**src/rtl/ps2_key_controller.sv**
```systemverilog
// ps2_key_controller
// Turns PS/2 set-2 scan codes into a 16-bit active-low button word.
// It also exposes that word through a latch/shift serial register, which
// behaves like a console controller shift register.
//
// Ports:
//   clk          system clock, rising edge
//   reset        synchronous active-high reset
//   key_byte     scan-code byte, qualified by key_valid
//   key_valid    one-cycle strobe for key_byte
//   latch        level; while high, the shift register reloads from buttons every cycle
//   shift_pulse  one-cycle strobe; shifts the register right and fills with 1
//   buttons      live button state, 0 = pressed
//   serial_out   shift register bit 0
//   frame_err    one-cycle pulse after a malformed break sequence
module ps2_key_controller (
  input  logic        clk,
  input  logic        reset,
  input  logic [7:0]  key_byte,
  input  logic        key_valid,
  input  logic        latch,
  input  logic        shift_pulse,
  output logic [15:0] buttons,
  output logic        serial_out,
  output logic        frame_err
);

  localparam int unsigned BTN_W = 16;
  localparam int unsigned IDX_W = 4;

  typedef enum logic [1:0] {
    IDLE    = 2'd0,
    BRK     = 2'd1,
    EXT     = 2'd2,
    EXT_BRK = 2'd3
  } state_t;

  state_t             r_state;
  state_t             w_state_next;
  logic [BTN_W-1:0]   r_buttons;
  logic [BTN_W-1:0]   w_buttons_next;
  logic [BTN_W-1:0]   r_shift;
  logic               r_frame_err;
  logic               w_frame_err_next;
  logic               w_map_hit;
  logic [IDX_W-1:0]   w_map_idx;
  logic [BTN_W-1:0]   w_key_mask;

  // Scan code to button bit index.
  always_comb begin
    w_map_hit = 1'b1;
    w_map_idx = IDX_W'(0);
    case (key_byte)
      8'h2D:   w_map_idx = IDX_W'(0);
      8'h2C:   w_map_idx = IDX_W'(2);
      8'h2B:   w_map_idx = IDX_W'(3);
      8'h1D:   w_map_idx = IDX_W'(4);
      8'h1B:   w_map_idx = IDX_W'(5);
      8'h1C:   w_map_idx = IDX_W'(6);
      8'h23:   w_map_idx = IDX_W'(7);
      8'h24:   w_map_idx = IDX_W'(8);
      default: w_map_hit = 1'b0;
    endcase
  end

  assign w_key_mask = BTN_W'(1) << w_map_idx;

  // Parser state register.
  always_ff @(posedge clk) begin
    if (reset) begin
      r_state <= IDLE;
    end else begin
      r_state <= w_state_next;
    end
  end

  // Parser next-state, next button word and error strobe.
  always_comb begin
    w_state_next     = r_state;
    w_buttons_next   = r_buttons;
    w_frame_err_next = 1'b0;
    if (key_valid) begin
      case (r_state)
        IDLE: begin
          if (key_byte == 8'hF0) begin
            w_state_next = BRK;
          end else if (key_byte == 8'hE0) begin
            w_state_next = EXT;
          end else if (key_byte == 8'hAA || key_byte == 8'hFC) begin
            // Keyboard self-test result: forget every held key.
            w_buttons_next = {BTN_W{1'b1}};
          end else if (w_map_hit) begin
            w_buttons_next = r_buttons & ~w_key_mask;
          end
        end
        BRK: begin
          w_state_next = IDLE;
          if (key_byte == 8'hF0 || key_byte == 8'hE0) begin
            w_frame_err_next = 1'b1;
          end else if (w_map_hit) begin
            w_buttons_next = r_buttons | w_key_mask;
          end
        end
        EXT: begin
          // Extended keys are unmapped. Only track the break prefix.
          w_state_next = (key_byte == 8'hF0) ? EXT_BRK : IDLE;
        end
        default: begin
          w_state_next = IDLE;
        end
      endcase
    end
  end

  // Button word and error strobe registers.
  always_ff @(posedge clk) begin
    if (reset) begin
      r_buttons   <= {BTN_W{1'b1}};
      r_frame_err <= 1'b0;
    end else begin
      r_buttons   <= w_buttons_next;
      r_frame_err <= w_frame_err_next;
    end
  end

  // Serial snapshot register. Latch sees the same-cycle key update.
  always_ff @(posedge clk) begin
    if (reset) begin
      r_shift <= {BTN_W{1'b1}};
    end else if (latch) begin
      r_shift <= w_buttons_next;
    end else if (shift_pulse) begin
      r_shift <= {1'b1, r_shift[BTN_W-1:1]};
    end
  end

  assign buttons    = r_buttons;
  assign serial_out = r_shift[0];
  assign frame_err  = r_frame_err;

endmodule

```
**config.mk**
```make
export PLATFORM = sky130hd
export DESIGN_NAME = ps2_key_controller
export DESIGN_NICKNAME = d
export VERILOG_FILES = /design/src/rtl/ps2_key_controller.sv
export SDC_FILE = /design/constraint.sdc
export NUM_CORES = 1
export LEC_CHECK = 0
export ABC_CLOCK_PERIOD_IN_PS = 4700
export BUFFER_PORTS_ARGS = -buffer_cell sky130_fd_sc_hd__clkbuf_2
export CORE_ASPECT_RATIO = 0.75
export CORE_MARGIN = 8
export CORE_UTILIZATION = 50
export CTS_CLUSTER_SIZE = 10
export DETAILED_ROUTE_END_ITERATION = 10
export HOLD_SLACK_MARGIN = 0.06
export PLACE_DENSITY = 0.78
export SLEW_MARGIN = 25
export SYNTH_ARGS = -nofsm -noshare
export SYNTH_HDL_FRONTEND = slang
export SYNTH_SLANG_ARGS = --single-unit
```
**constraint.sdc**
```tcl
create_clock -name clk -period 4.7 [get_ports clk]
set_input_delay 0.47 -clock clk [delete_from_list [all_inputs] [get_ports clk]]
set_output_delay 0.47 -clock clk [all_outputs]
set_load 0.02 [all_outputs]
```
; ---- After elaboration in Yosys (flattened, before gate mapping)
; Index checks and enable logic that the tools add are counted.
[op_classes]
n_eq_ne = 15
shifts = 1
muxes = 17
n_bitwise = 5
reduce_logical = 7
[op_table]
columns = operator, count
row1 = 2-to-1 mux 16 bit, 9
row2 = equality test 8 x 6 -> 1 bit (second input constant), 5
row3 = equality test 8 bit (second input constant), 4
row4 = case mux 16 bit (2 select lines), 1
row5 = case mux 4 bit (7 select lines), 1
row6 = equality test 8 x 5 -> 1 bit (second input constant), 3
row7 = bitwise AND 16 bit, 1
row8 = NOT 16 bit, 1
row9 = bitwise OR 16 bit, 1
row10 = << shifter 1 x 4 -> 16 bit (first input constant), 1
row11 = OR reduction 8 bit, 1
row12 = 2-to-1 mux 2 bit, 3
row13 = case mux 2 bit (2 select lines), 1
row14 = != test 3 bit (second input constant), 1
row15 = OR reduction 3 bit, 1
row16 = equality test 2 x 1 -> 1 bit (second input constant), 1
row17 = equality test 2 bit (second input constant), 1
row18 = logical NOT 2 bit, 1
row19 = logical OR 1 bit, 2
row20 = 2-to-1 mux 1 bit, 2
row21 = NOT 1 bit, 2
row22 = AND reduction 2 bit, 1
row23 = nonzero test 2 bit, 1
[word_totals]
register_bits = 35
inputBits = 13
out_inout_bits = 18
word_cells = 49

; ---- Logic depth before layout (Yosys ltp)
[logic_depth]
depth_word = 12
mapped_depth = 6
ltp_nobuf = 4

; ---- Worst setup path before layout
; OpenSTA, ideal clock, no wires.
[synth_path]
path_type = input-to-reg
start = input key_byte[6]
end = register r_shift[5]
setup_ns = 0.084
arrival_time_ns = 1.774
required_ns = 4.616
slack_ns = 2.841
path_stages = 5
n_path_buf = 1
path_cell_list = buf_2 or4b_4 a2111oi_4 nor3_1 o31ai_2
[synth_via]
elab_chain_cells = 12
word_cells_on_any_way = 30
cone_classes = 12 x eq/ne / 1 x shift / 11 x mux / 3 x bitwise / 3 x reduce/logical
[synth_lines]
columns = item, line_no
row1 = start: declaration, 19  ; input logic [7:0] key_byte,
row2 = equality test 8 x 6 -> 1 bit / equality test 8 x 5 -> 1 bit (equally long branches), 53  ; case (key_byte)
row3 = case mux 4 bit (7 select lines), 53
row4 = << shifter 1 x 4 -> 16 bit, 66  ; assign w_key_mask = BTN_W'(1) << w_map_idx;
row5 = NOT 16 bit, 93  ; w_buttons_next = r_buttons & ~w_key_mask;
row6 = bitwise AND 16 bit, 93
row7 = 2-to-1 mux 16 bit, 92  ; end else if (w_map_hit) begin
row8 = 2-to-1 mux 16 bit, 89  ; end else if (key_byte == 8'hAA || key_byte == 8'hFC) begin
row9 = 2-to-1 mux 16 bit, 87  ; end else if (key_byte == 8'hE0) begin
row10 = 2-to-1 mux 16 bit, 85  ; if (key_byte == 8'hF0) begin
row11 = case mux 16 bit (2 select lines) (*), 83  ; case (r_state)
row12 = 2-to-1 mux 16 bit (*), 82  ; if (key_valid) begin
row13 = 2-to-1 mux 16 bit (*), 130  ; end else if (latch) begin
row14 = end signal: assignment, 129  ; r_shift <= {BTN_W{1'b1}};
row15 = end signal: assignment, 131  ; r_shift <= w_buttons_next;
row16 = end signal: assignment, 133  ; r_shift <= {1'b1, r_shift[BTN_W-1:1]};
row17 = end: declaration, 42  ; logic [BTN_W-1:0] r_shift;
; Mark *: on every way between the ends. The rest lies on a longest branch, timed or not.
; A chain may end at the register's enable or synchronous reset.

; ---- Worst setup path in the final report
[layout_path]
start = input key_byte[2]
end = register r_shift[0]
; The elaborated chain is that of the path after synthesis.

==> results.yml <==
clocking:
  clock_latency_ns: 0.29
  cts_setup_buffers: 0
  cts.clk_slew.worst_paths_ns: 0.07
  post_cts_resize_count: 0
  cts_tree: "done"
  cts-root-buf: "clkbuf_8"
  htree_num_levels: 2
  cts.sinks: 35
  cts_buffer_depth: 2
  cts_buffers: 5
  hold_buffers: 0
layout:
  register_area_um2: 701
  num-fill-cells: 329
  multi_input_comb_area_mm2: 0.00103
  n_antenna_cell: 0
  area_growth_syn_to_layout_pct: 12.3
  drive_above_1_share_pct: 22.6
  fin_cells: 259
  fin_nets: 229
synthesis:
  synthSimpleGateAreaFrac_pct: 26.0
  synthCells: 192
  ys_ff_latch: 35
  synth_xor_area_share_pct: 0.484
  syn_nets: 205
  synth_top_family_by_area: "compound AO/OA/AOI/OAI gates"
  synth_edf_count: 0
  synthMuxAreaShare_pct: 4.01
  synth_compound_area_share_pct: 26.6
  synthTopCellsByArea: "dfxtp_1 (39%), a211oi_1 (6.6%), o21ai_0 (3.6%)"
  yosysMostFrequentCell: "dfxtp_1"
  synth_seq_area_share_pct: 38.7
  yosysWarnings: 0
  synth_top_area_share_pct: 38.7
  synthTopCellsByCount: "dfxtp_1 (35), a211oi_1 (16), o21ai_0 (13), nor2b_1 (10)"
  ys.flop_type: "dfxtp_1"
  syn_area_per_cell_um2: 9.43
  synth.distinct_cells: 52
  syn_area_mm2: 0.00181
  synth.largest_area_cell: "dfxtp_1"
  synth_fa_ha_area_share_pct: 0
  synthArstFlopShare_pct: 0
run:
  maxCapViolCount: 0
place:
  port_buffers: 30
  hpwl_mm: 3.23
  dp.cells: 251
  gp_congestion: 0.849
sta:
  tns_ns: 0
  fmaxAchievable_mhz: 473
  fin_skew_ns: 0.00401
  period_minus_slack_ns: 2.11
  slew_viol_final: 0
  finalCritPeriodShare_pct: 45.0
  max-slew-margin-rel_pct: 29.6
  finalSetupViolations: 0
  rsz0062_at_grt: "false"
  hold_viol_final: 0
  worstMarginPinSlew_ns: 1.04
drt:
  dr.pass1.iters: 4
  ant_nets: 0
  wl_per_cell_um: 17.1
  wirelength_mm: 4.44
  drc_errors: 0
  viasPerCell: 6.10
  drtIter0Drc: 112
  via_count: 1580
global_routing:
  antenna_found_initial: 0
  grt_pass1_vias: 1488
  grt_max_degree: 25
  grt_overflow: 0
  grt_pass1_wl_mm: 7.47
  grt.total_usage_pct: 16.6
floorplan:
  rows: 19
  design.die.area_mm2: 0.00582
  die_w_um: 85.5
  coreArea_mm2: 0.00357
  fp.dieH_um: 68.1
  io_pins: 31
  start_util_pct: 50.8
worst_setup_path:
  crit_arrival_ns: 2.33
  worstPathRequired_ns: 4.92
  start_kind: "input pin"
  worstPathMaxFanout: 14
  worstSetupEndpointType: "register"
  path_class: "in -> reg"
pwr:
  peakVddDrop_uv: 173
  power_density_mw_per_mm2: 279
  power.leakage_nw: 0.715
min_path:
  hold_path.class: "reg -> reg"
run_status:
  status: "complete, no violations"
[routing by layer]
metal	global-route usage (%)	part of all wire [%]	up-vias
met1	23.3	51	731
met5	0	0	-
li1	-	-	790
met3	4.68	8.3	5
met2	22.2	39	54
met4	9.35	1.8	0
[power by group]
group / internal, W / switching (W)
Combinational: 0.0000204 / 0.0000354
Clock: 0.000104 / 0.000104
Sequential: 0.000301 / 0.00000252
Total: 0.000426 / 0.000142
[critical path, stage by stage]
cell	delay (ns)
clkbuf_2	0.16
or4b_4	0.59
a21oi_2	0.51
a21oi_1	0.33
a32oi_1	0.26
[stage by stage]
step	setup slack, ns	utilization [%]	total power, W	cell area [um2]	hold slack [ns]
floorplan	2.84	-	0.000349	1810	0.484
finish	2.59	57.0	0.000568	2030	0.478
CTS	2.58	57.0	0.000573	2030	0.485
global placement	2.36	54.7	0.000365	1950	0.460
global route	2.48	57.0	0.000596	2030	0.527
detailed placement	2.26	54.7	0.000365	1950	0.463
[flip-flops by register name, summed over array words and instances (netlist names)]
signal and flops:
frame_err 1, buttons 16, r_shift 16, r_state 2
[cells by family (layout without fill, tap and decap cells)]
| logic type | count (synthesis) | in the layout |
|---|---|---|
| AO/OA/AOI/OAI | 66 | 66 |
| XOR/XNOR | 1 | 1 |
| buffers and inverters | 17 | 42 |
| flip-flops | 35 | 35 |
| multiplexers | 7 | 7 |
| AND/OR/NAND/NOR | 66 | 66 |
[layout make-up]
class                   instances  share of cell area [%]
multi-input cells             140                    50.8
flip-flops and latches         35                    34.5
repair buffers                 30                    7.38
clock buffers                   7                    3.75
well taps                      42                    2.58
inverters                       4                   0.738
clock inverters                 1                   0.246
[cell usage in the layout, fill, tap and decap left out, types with 2 or more instances in the layout]
master,count
and3b_1,3
o21ai_1,4
dfxtp_1,35
nand4_1,2
a32oi_1,4
a31oi_1,3
nand2_1,7
a21oi_1,7
a41oi_1,3
nand3_1,5
o21ai_0,13
clkbuf_1,2
clkbuf_8,5
nor3_1,3
clkbuf_2,30
a211oi_1,16
or2b_1,7
o31ai_2,2
a31o_2,2
inv_1,4
nor2b_1,10
a21oi_2,2
a2111oi_0,2
and4b_1,4
nand4b_1,3
nor4b_1,3
mux2_2,2
mux2i_1,5
nor2_1,4
nand2b_1,4
[final timing paths]
kind                                         startpoint                        to  slack, ns  depth (start not counted)
worst max-delay path                        key_byte[2]   r_shift[0]$_SDFFE_PP1P_       2.59                          5
worst min-delay path             buttons[11]$_SDFF_PP1_    buttons[11]$_SDFF_PP1_       0.48                          1
worst max register to register  r_state[0]$_SDFFE_PP0P_  r_shift[11]$_SDFFE_PP1P_       2.65                          4
worst min register to register   buttons[11]$_SDFF_PP1_    buttons[11]$_SDFF_PP1_       0.48                          1
No activity file was read; power rests on OpenSTA's default activity.
